File: config.mk
export PLATFORM = sky130hd
export DESIGN_NAME = image_mem_reader
export DESIGN_NICKNAME = d
export VERILOG_FILES = /design/src/rtl/img_pkg.sv /design/src/rtl/img_sync_fifo.sv /design/src/rtl/image_mem_reader.sv
export SDC_FILE = /design/constraint.sdc
export NUM_CORES = 1
export LEC_CHECK = 0
export CORE_MARGIN = 8
export CORE_UTILIZATION = 48
export DETAILED_ROUTE_END_ITERATION = 10
export PLACE_DENSITY = 0.72
export SLEW_MARGIN = 30
export SYNTH_ARGS = -nofsm -noshare
export SYNTH_HDL_FRONTEND = slang
export SYNTH_HIERARCHICAL = 1
export SYNTH_SLANG_ARGS = --single-unit
File: constraint.sdc
create_clock -name clk -period 3.3 [get_ports clk]
set_input_delay 0.825 -clock clk [delete_from_list [all_inputs] [get_ports clk]]
set_output_delay 0.825 -clock clk [all_outputs]
set_load 0.01 [all_outputs]
File: src/rtl/img_pkg.sv
// Shared definitions for the image memory reader: memory geometry,
// controller states and the wrapping address increment.
package img_pkg;

    localparam int IMG_ADDR_W = 17;
    localparam int IMG_DATA_W = 8;
    localparam int IMG_DEPTH  = 81920;

    typedef enum logic [1:0] {
        IDLE,
        READ,
        DRAIN,
        FIN
    } state_t;

    // Next word address; the last word of the memory is followed by word 0.
    function automatic logic [IMG_ADDR_W-1:0] next_addr(
        input logic [IMG_ADDR_W-1:0] addr,
        input int                    depth
    );
        if (addr == IMG_ADDR_W'(depth - 1)) begin
            return '0;
        end
        return addr + IMG_ADDR_W'(1);
    endfunction

endpackage

File: src/rtl/img_sync_fifo.sv
// Synchronous FIFO with exact full/empty and occupancy count. DEPTH must be
// a power of two so the pointers wrap on their own.
module img_sync_fifo #(
    parameter  int DEPTH = 4,
    parameter  int WIDTH = 8,
    localparam int PTR_W = $clog2(DEPTH),
    localparam int CNT_W = PTR_W + 1
) (
    input  logic             clk,
    input  logic             reset,
    input  logic             push,
    input  logic             pop,
    input  logic [WIDTH-1:0] din,
    output logic [WIDTH-1:0] dout,
    output logic [CNT_W-1:0] count,
    output logic             full,
    output logic             empty
);

    logic [WIDTH-1:0] mem_q [DEPTH];
    logic [PTR_W-1:0] wr_ptr_q, wr_ptr_d;
    logic [PTR_W-1:0] rd_ptr_q, rd_ptr_d;
    logic [CNT_W-1:0] count_q, count_d;
    logic             do_push, do_pop;

    assign empty   = (count_q == '0);
    assign full    = (count_q == CNT_W'(DEPTH));
    assign do_pop  = pop & ~empty;
    assign do_push = push & (~full | do_pop);
    assign dout    = mem_q[rd_ptr_q];
    assign count   = count_q;

    // Pointer and count update; a simultaneous push and pop leaves count alone.
    always_comb begin
        // NOTE: every output of this block gets a default first, so no path
        // leaves a variable unassigned and no latch is inferred.
        wr_ptr_d = wr_ptr_q;
        rd_ptr_d = rd_ptr_q;
        count_d  = count_q;
        if (do_push) wr_ptr_d = wr_ptr_q + PTR_W'(1);
        if (do_pop)  rd_ptr_d = rd_ptr_q + PTR_W'(1);
        case ({do_push, do_pop})
            2'b10:   count_d = count_q + CNT_W'(1);
            2'b01:   count_d = count_q - CNT_W'(1);
            default: count_d = count_q;
        endcase
    end

    // Control registers with synchronous reset.
    always_ff @(posedge clk) begin
        // NOTE: state is updated with non-blocking assignments so every flop
        // samples values from before the edge, independent of block order.
        if (reset) begin
            wr_ptr_q <= '0;
            rd_ptr_q <= '0;
            count_q  <= '0;
        end else begin
            wr_ptr_q <= wr_ptr_d;
            rd_ptr_q <= rd_ptr_d;
            count_q  <= count_d;
        end
    end

    // Storage write port.
    // NOTE: the data array is deliberately not reset; an empty count already
    // marks every entry invalid, and leaving it out lets it map to RAM.
    always_ff @(posedge clk) begin
        if (do_push) mem_q[wr_ptr_q] <= din;
    end

endmodule

File: src/rtl/image_mem_reader.sv
// Avalon-MM read master for an image memory (read latency 1) that streams a
// contiguous run of pixels out of an Avalon-ST source as a single packet.
module image_mem_reader
    import img_pkg::*;
#(
    parameter int ADDR_W     = IMG_ADDR_W,
    parameter int DATA_W     = IMG_DATA_W,
    parameter int MEM_DEPTH  = IMG_DEPTH,
    parameter int FIFO_DEPTH = 4
) (
    input  logic              clk,
    input  logic              reset,
    input  logic              start,
    input  logic [ADDR_W-1:0] base_addr,
    input  logic [ADDR_W:0]   num_words,
    output logic              busy,
    output logic              done,
    output logic [ADDR_W-1:0] m_address,
    output logic              m_chipselect,
    output logic              m_clken,
    output logic              m_write,
    output logic [DATA_W-1:0] m_writedata,
    input  logic [DATA_W-1:0] m_readdata,
    output logic [DATA_W-1:0] st_data,
    output logic              st_valid,
    input  logic              st_ready,
    output logic              st_sop,
    output logic              st_eop
);

    localparam int CNT_W  = ADDR_W + 1;
    localparam int FCNT_W = $clog2(FIFO_DEPTH) + 1;

    state_t            state_q, state_d;
    logic [ADDR_W-1:0] cur_addr_q, cur_addr_d;
    logic [CNT_W-1:0]  num_words_q, num_words_d;
    logic [CNT_W-1:0]  issue_cnt_q, issue_cnt_d;
    logic [CNT_W-1:0]  deliver_cnt_q, deliver_cnt_d;
    logic              inflight_q, inflight_d;

    logic [FCNT_W-1:0] fifo_count;
    logic [FCNT_W-1:0] occupancy;
    logic              fifo_full, fifo_empty;
    logic              pop, can_issue;

    // Return-data buffer: a read issued last cycle lands here unconditionally.
    img_sync_fifo #(
        .DEPTH (FIFO_DEPTH),
        .WIDTH (DATA_W)
    ) u_fifo (
        .clk   (clk),
        .reset (reset),
        .push  (inflight_q),
        .pop   (pop),
        .din   (m_readdata),
        .dout  (st_data),
        .count (fifo_count),
        .full  (fifo_full),
        .empty (fifo_empty)
    );

    assign m_clken     = 1'b1;
    assign m_write     = 1'b0;
    assign m_writedata = '0;
    assign m_address   = cur_addr_q;

    assign st_valid = ~fifo_empty;
    assign pop      = st_valid & st_ready;
    assign st_sop   = st_valid & (deliver_cnt_q == num_words_q);
    assign st_eop   = st_valid & (deliver_cnt_q == CNT_W'(1));

    // Buffered pixels plus the one possibly still in flight must leave room
    // for another read, so the buffer can never overflow.
    assign occupancy = fifo_count + FCNT_W'(inflight_q);
    assign can_issue = ~fifo_full & (occupancy < FCNT_W'(FIFO_DEPTH));

    // Controller next state, read issue and status outputs.
    always_comb begin
        state_d       = state_q;
        cur_addr_d    = cur_addr_q;
        num_words_d   = num_words_q;
        issue_cnt_d   = issue_cnt_q;
        deliver_cnt_d = pop ? deliver_cnt_q - CNT_W'(1) : deliver_cnt_q;
        m_chipselect  = 1'b0;
        busy          = 1'b0;
        done          = 1'b0;

        case (state_q)
            IDLE: begin
                if (start) begin
                    cur_addr_d    = base_addr;
                    num_words_d   = num_words;
                    issue_cnt_d   = num_words;
                    deliver_cnt_d = num_words;
                    state_d       = (num_words == '0) ? FIN : READ;
                end
            end
            READ: begin
                busy = 1'b1;
                if (can_issue) begin
                    m_chipselect = 1'b1;
                    cur_addr_d   = next_addr(cur_addr_q, MEM_DEPTH);
                    issue_cnt_d  = issue_cnt_q - CNT_W'(1);
                    if (issue_cnt_q == CNT_W'(1)) state_d = DRAIN;
                end
            end
            DRAIN: begin
                busy = 1'b1;
                // Every captured pixel is counted in deliver_cnt, so the count
                // reaching zero on this pop also means the buffer is empty.
                if (deliver_cnt_d == '0) state_d = FIN;
            end
            FIN: begin
                busy    = 1'b1;
                done    = 1'b1;
                state_d = IDLE;
            end
            default: state_d = IDLE;
        endcase

        inflight_d = m_chipselect;
    end

    // Controller registers; reset aborts any transfer and drops in-flight data.
    always_ff @(posedge clk) begin
        if (reset) begin
            state_q       <= IDLE;
            cur_addr_q    <= '0;
            num_words_q   <= '0;
            issue_cnt_q   <= '0;
            deliver_cnt_q <= '0;
            inflight_q    <= 1'b0;
        end else begin
            state_q       <= state_d;
            cur_addr_q    <= cur_addr_d;
            num_words_q   <= num_words_d;
            issue_cnt_q   <= issue_cnt_d;
            deliver_cnt_q <= deliver_cnt_d;
            inflight_q    <= inflight_d;
        end
    end

endmodule
# --- Word-level counts from Yosys, hierarchy flattened ---
# Memory sizes are Yosys's and may differ from the RTL's. A register that Yosys moved wholly into a read port is not among the register bits.
# Index checks and enable logic that the tools add are counted.
# W data, S select, Z words.
op_classes:
  order_cmp: 1
  n_addsub: 8
  muxes: 29
  eq_ne: 14
  n_reduce_logical: 10
  bitwise_logic: 9
op_table:
  columns: ["operator", "n"]
  rows:
  - ["$mux W18", 5]
  - ["$mux W17", 4]
  - ["$eq A18 B1 Y1 const B", 2]
  - ["$logic_not A18 Y1", 2]
  - ["$pmux W18 S2", 1]
  - ["$sub A18 B1 Y18 const B", 2]
  - ["$pmux W17 S2", 1]
  - ["$eq A18 B18 Y1", 1]
  - ["$add A17 B1 Y17 const B", 1]
  - ["$eq A17 B17 Y1 const B", 1]
  - ["$mux W2", 7]
  - ["$mux W1", 9]
  - ["$ne A2 B2 Y1 const B", 4]
  - ["$pmux W2 S4", 1]
  - ["$and A1 B1 Y1", 6]
  - ["$eq A2 B2 Y1 const B", 3]
  - ["$pmux W3 S2", 1]
  - ["$add A2 B1 Y2 const B", 2]
  - ["$eq A2 B1 Y1 const B", 2]
  - ["$reduce_and A4 Y1", 1]
  - ["$reduce_bool A2 Y1", 2]
  - ["$add A3 B1 Y3", 1]
  - ["$add A3 B1 Y3 const B", 1]
  - ["$eq A3 B3 Y1 const B", 1]
  - ["other kinds (9)", 10]
totals:
  ff_bits: 81
  mem_count: 1
  in_bits: 47
  wordCells: 81
  ramBits: 32
mem_list:
  columns: ["name", "depth", "word_bits", "read_ports", "rd_ports_with_merged_regs", "write_ports", "line", "text"]
  rows:
  - ["u_fifo.mem_q", 4, 8, 1, 1, 1, "img_sync_fifo.sv:20", "logic [WIDTH-1:0] mem_q [DEPTH];"]

# --- Logic depth before layout (Yosys ltp) ---
depth:
  word_depth: 8
  mapped_depth: 10
  ltp_nobuf: 8

# --- Modules after synthesis ---
# The synthesis kept the hierarchy.
modules_own_cells:
  columns: ["mod", "cells_each", "n_inst", "area_per_inst_um2", "seq_area_each_um2"]
  rows:
  - ["image_mem_reader", 595, 1, 4411.7, 1481.4]
  - ["img_sync_fifo", 101, 1, 1691.6, 1141.1]

# --- Worst setup path after synthesis ---
# Ideal clock, no wire load.
synth_path:
  path_kind: "in2reg"
  startpoint: "input port st_ready"
  endpoint: "register state_q[0]"
  arrival_time_ns: 2.918
  stages: 7
  setup_slack_ns: 0.321
  path_buffers: 1
  path_cell_list: "nor2b_1 > clkbuf_1 > nand3_1 > o31a_1 > or4_1 > o41ai_2 > o221a_1"
synth_between:
  elab_chain_len: 5
synth_rtl:
  columns: ["item", "line", "text"]
  rows:
  - ["start, declared", "image_mem_reader.sv:26", "input logic st_ready,"]
  - ["$and A1 B1 Y1", "image_mem_reader.sv:68", "assign pop = st_valid & st_ready;"]
  - ["named net pop", "image_mem_reader.sv:44", "logic pop, can_issue;"]
  - ["$mux W18", "image_mem_reader.sv:83", "deliver_cnt_d = pop ? deliver_cnt_q - CNT_W'(1) : deliver_cnt_q;"]
  - ["$logic_not A18 Y1", "image_mem_reader.sv:111", "if (deliver_cnt_d == '0) state_d = FIN;"]
  - ["$ne A2 B2 Y1 (no source line)", null, null]
  - ["$reduce_and A4 Y1 (no source line)", null, null]
  - ["end signal, assigned", "image_mem_reader.sv:134", "state_q <= state_d;"]
  - ["end, declared", "image_mem_reader.sv:34", "state_t state_q, state_d;"]
# The timed path passes the listed nets, and every way through them passes these cells.
# A chain may end at the register's enable or synchronous reset.

# --- Final worst setup path ---
layout_path:
  startpoint: "register deliver_cnt_q[1]"
  endpoint: "output port st_sop"
layout_between:
  elab_chain_len: 2
layout_rtl:
  columns: ["item", "line", "text"]
  rows:
  - ["start, declared", "image_mem_reader.sv:38", "logic [CNT_W-1:0] deliver_cnt_q, deliver_cnt_d;"]
  - ["start signal, assigned", "image_mem_reader.sv:138", "deliver_cnt_q <= deliver_cnt_d;"]
  - ["$eq A18 B18 Y1", "image_mem_reader.sv:69", "assign st_sop = st_valid & (deliver_cnt_q == num_words_q);"]
  - ["$and A1 B1 Y1", "image_mem_reader.sv:69", null]
  - ["end, declared", "image_mem_reader.sv:27", "output logic st_sop,"]
# Every way passes these cells.

==> results.ini <==
[outcome]
run_status = finished clean

[synthesis]
dominantRegCellSynth = dfxtp_1
synthesis.yosys.warnings = 6
yosysUniqueCellTypes = 70
register_area_share_after_synthesis_pct = 43.0
synth_area_leaders = dfxtp_1, edfxtp_1, nand2_1
ys_async_sr_fraction_pct = 0
post-synth-top-count-cell = nand2_1
syn_avg_cell_area_um2 = 8.77
yosysTopAreaCellShare_pct = 27.2
synth_enable_flop_cells = 32
syn_area_mm2 = 0.00610
yosys.area.top_type = dfxtp_1
synthTopCellsByCount = nand2_1, dfxtp_1, a21oi_1, nor2_1
netlist_instances = 696
postSynthRegisterBits = 115

[pwr]
power_leakage_nw = 2.82
p_per_area_mw_per_mm2 = 837
worst_case_vdd_ir_drop_uv = 514

[critical_path]
setup.worst_path.start_class = flip-flop
cpPeakStageDelay_ns = 0.59
cp-end-kind = primary output
cp_cell_sequence = xor2_1 -> nor4_1 -> nand4_1 -> nor4_1 -> clkdlybuf4s50_1
setup_slack_of_the_most_critical_reg_to_reg_path_ns = 0.43
timing.setup.critical_path_class = flip-flop to primary output
cpMostUsedCell = nor4_1
cp_data_arrival_time_ns = 2.31
slowest_stage = clkdlybuf4s50_1
crit_fanout = 7
critical_path_required_ns = 2.47

[placement]
gp_congestion = 0.914
placed_inst_area_mm2 = 0.00701
place_hpwl_mm = 11.4
placement.io_buffers = 77
placed_cells = 916

[clocking]
cts_tree = built
number_of_setup_buffers_added_after_cts = 0
clock_transition_at_the_register_clock_pins_on_the_worst_setup_and_hold_paths_after_cts_ns = 0.06
cts_max_path_buffers = 2
cts-buffers-inserted = 17
cts.hold.buffers_added = 0
worstSkewPairLatency_ns = 0.42
cts.sink_count = 115
h-tree-depth = 4
cell_at_the_root_of_the_clock_tree = clkbuf_16

[layout]
share_of_cells_above_drive_strength_1_pct = 9.54
design_area_mm2 = 0.00759
post-route-util_pct = 60.7
final_net_count = 825
post_synthesis_to_final_layout_area_growth_pct = 24.4
insertedDiodeCount = 0
layoutNonFillerInstCount = 948

[routing]
antenna_left = 0
total_number_of_vias = 5467
wl_per_cell_um = 17.3
wl_met1_mm = 7.10
postRouteWirelength_mm = 16.4
ratio_of_routed_vias_to_standard_cells = 5.77
number_of_detailed_route_iterations_in_the_first_pass = 5
drt_iter0_markers = 359
route.met2.wl_mm = 7.84
met3RoutedLength_mm = 1.22
detail_route.drc_violations = 0
maxUsedRoutingLayer = met4

[timing]
fmaxAchievable_mhz = 318
timing.final.hold_violations = 0
grt_setup_unrepaired = no
finalWorstPathRequiredPeriod_ns = 3.14
setup_total_negative_slack_ns = 0
final.period_utilization_pct = 95.1
finalClockSkew_ns = 0.00817
final-setup-viol-count = 0
slew_headroom_pct = 49.9
max_slew.worst_pin.slew_ns = 0.746
final_max_slew_viol_count = 0

[floorplan]
num_io_pins = 88
dieArea_mm2 = 0.0166
fp.coreArea_mm2 = 0.0125
placementRows = 41
die_w_um = 129
chip_height_um = 129
floorplan.initialDensity_pct = 48.8

[grt]
grt_overflow = 0
first_global_vias = 5418
grt_first_pass_wirelength_mm = 26.9
number_of_antenna_violations_at_the_first_check_in_global_routing = 0
grt_max_degree = 62
grt_usage_pct = 20.3

[run]
drv.max_cap_violation_count = 0

[min_path]
hold_class = flip-flop to flip-flop

path summary, 6_finish.rpt:
check	startpoint	end	cells past startpoint
hold reg to reg	num_words_q[3]	num_words_q[3]	2
hold / removal	num_words_q[3]	num_words_q[3]	2
setup reg to reg	deliver_cnt_q[9]	state_q[0]	7
setup / recovery	deliver_cnt_q[1]	st_sop	5
layout make-up:
class,count,area [µm²]
Inverter,24,90.1
Fill cell,1109,4920
Multi-Input combinational cell,513,3190
Tap cell,172,215
Clock buffer,17,425
Clock inverter,15,145
Timing Repair Buffer,92,902
Sequential cell,115,2630
placed cells by master, fill, tap and decap left out, types with 4 or more instances in the layout:
cell type,Yosys,final
a211oi_1,14,13
a21o_1,5,5
a21oi_1,68,68
a22oi_1,4,4
a31oi_1,5,5
and2_1,7,7
buf_4,10,13
clkbuf_16,0,17
clkdlybuf4s50_1,0,75
clkinvlp_4,0,4
conb_1,2,10
dfxtp_1,83,80
edfxtp_1,32,32
ha_1,14,13
inv_1,24,24
inv_6,0,7
mux4_2,8,8
nand2_1,94,94
nand2b_1,7,7
nand3_1,21,21
nand4_1,8,8
nor2_1,47,47
nor2b_1,11,11
nor3_1,22,22
nor4_1,23,22
o21ai_0,33,33
o31ai_1,4,4
o32ai_1,5,5
or3_1,6,6
xnor2_1,5,5
xor2_1,34,34
cell families (layout without fill, tap and decap cells):
| kind of cell | Yosys count | count (layout) | share of synthesized area (%) |
|---|---|---|---|
| AOI/OAI and AO/OA | 171 | 171 | 17.8 |
| xor gates and xnor gates | 39 | 39 | 5.60 |
| adders and majority gates | 15 | 15 | 3.20 |
| buffers and inverters | 76 | 148 | 5.62 |
| DFF | 115 | 115 | 43.0 |
| muxes | 11 | 11 | 3.46 |
| other | 2 | 10 | 0.123 |
| and+or+nand+nor | 267 | 267 | 21.3 |
worst max-delay path, delay by kind of cell (launching register included):
family / cells / cell delay, ns
xor+xnor: 1 / 0.13
buf+inv: 1 / 0.59
flops: 1 / 0.46
simple gates: 3 / 0.71
state kept, by name, summed over array words and instances, names as in the netlist, 3 cells and up, named ones only:
name	cells
u_fifo/mem_q	32
m_address	17
num_words_q	18
issue_cnt_q	18
deliver_cnt_q	18
u_fifo/count	3
report_power, final:
| group | leakage (nW) | switching (mW) | internal [mW] | total, mW |
|---|---|---|---|---|
| clock network | 0.268 | 0.726 | 1.05 | 1.78 |
| logic | 1.58 | 1.42 | 1.04 | 2.46 |
| registers | 0.973 | 0.365 | 1.75 | 2.12 |
| total | 2.82 | 2.52 | 3.84 | 6.36 |
per-layer routing:
metal	vias to the layer above	track usage [%]
li1	2623	-
met1	2609	25.1
met2	211	33.2
met3	24	6.21
met4	0	6.22
met5	-	0
repair_timing:
| action | in CTS | in global routing |
|---|---|---|
| setup endpoints to repair | 2 | 1 |
| endpoints found under the hold margin | 0 | 0 |
| resized for setup | 3 | 2 |
| pin swaps | 0 | 1 |
through the flow:
step | hold slack (ns) | power (mW) | worst slack [ns]
floorplan | 0.448 | 3.70 | 0.321
global placement | 0.456 | 4.48 | 0.151
detailed placement | 0.465 | 4.56 | 0.0805
CTS | 0.474 | 6.35 | 0.00257
global route | 0.499 | 6.76 | 0.0600
finish | 0.475 | 6.36 | 0.160
Note: power is estimated with default switching activity, not from simulation.
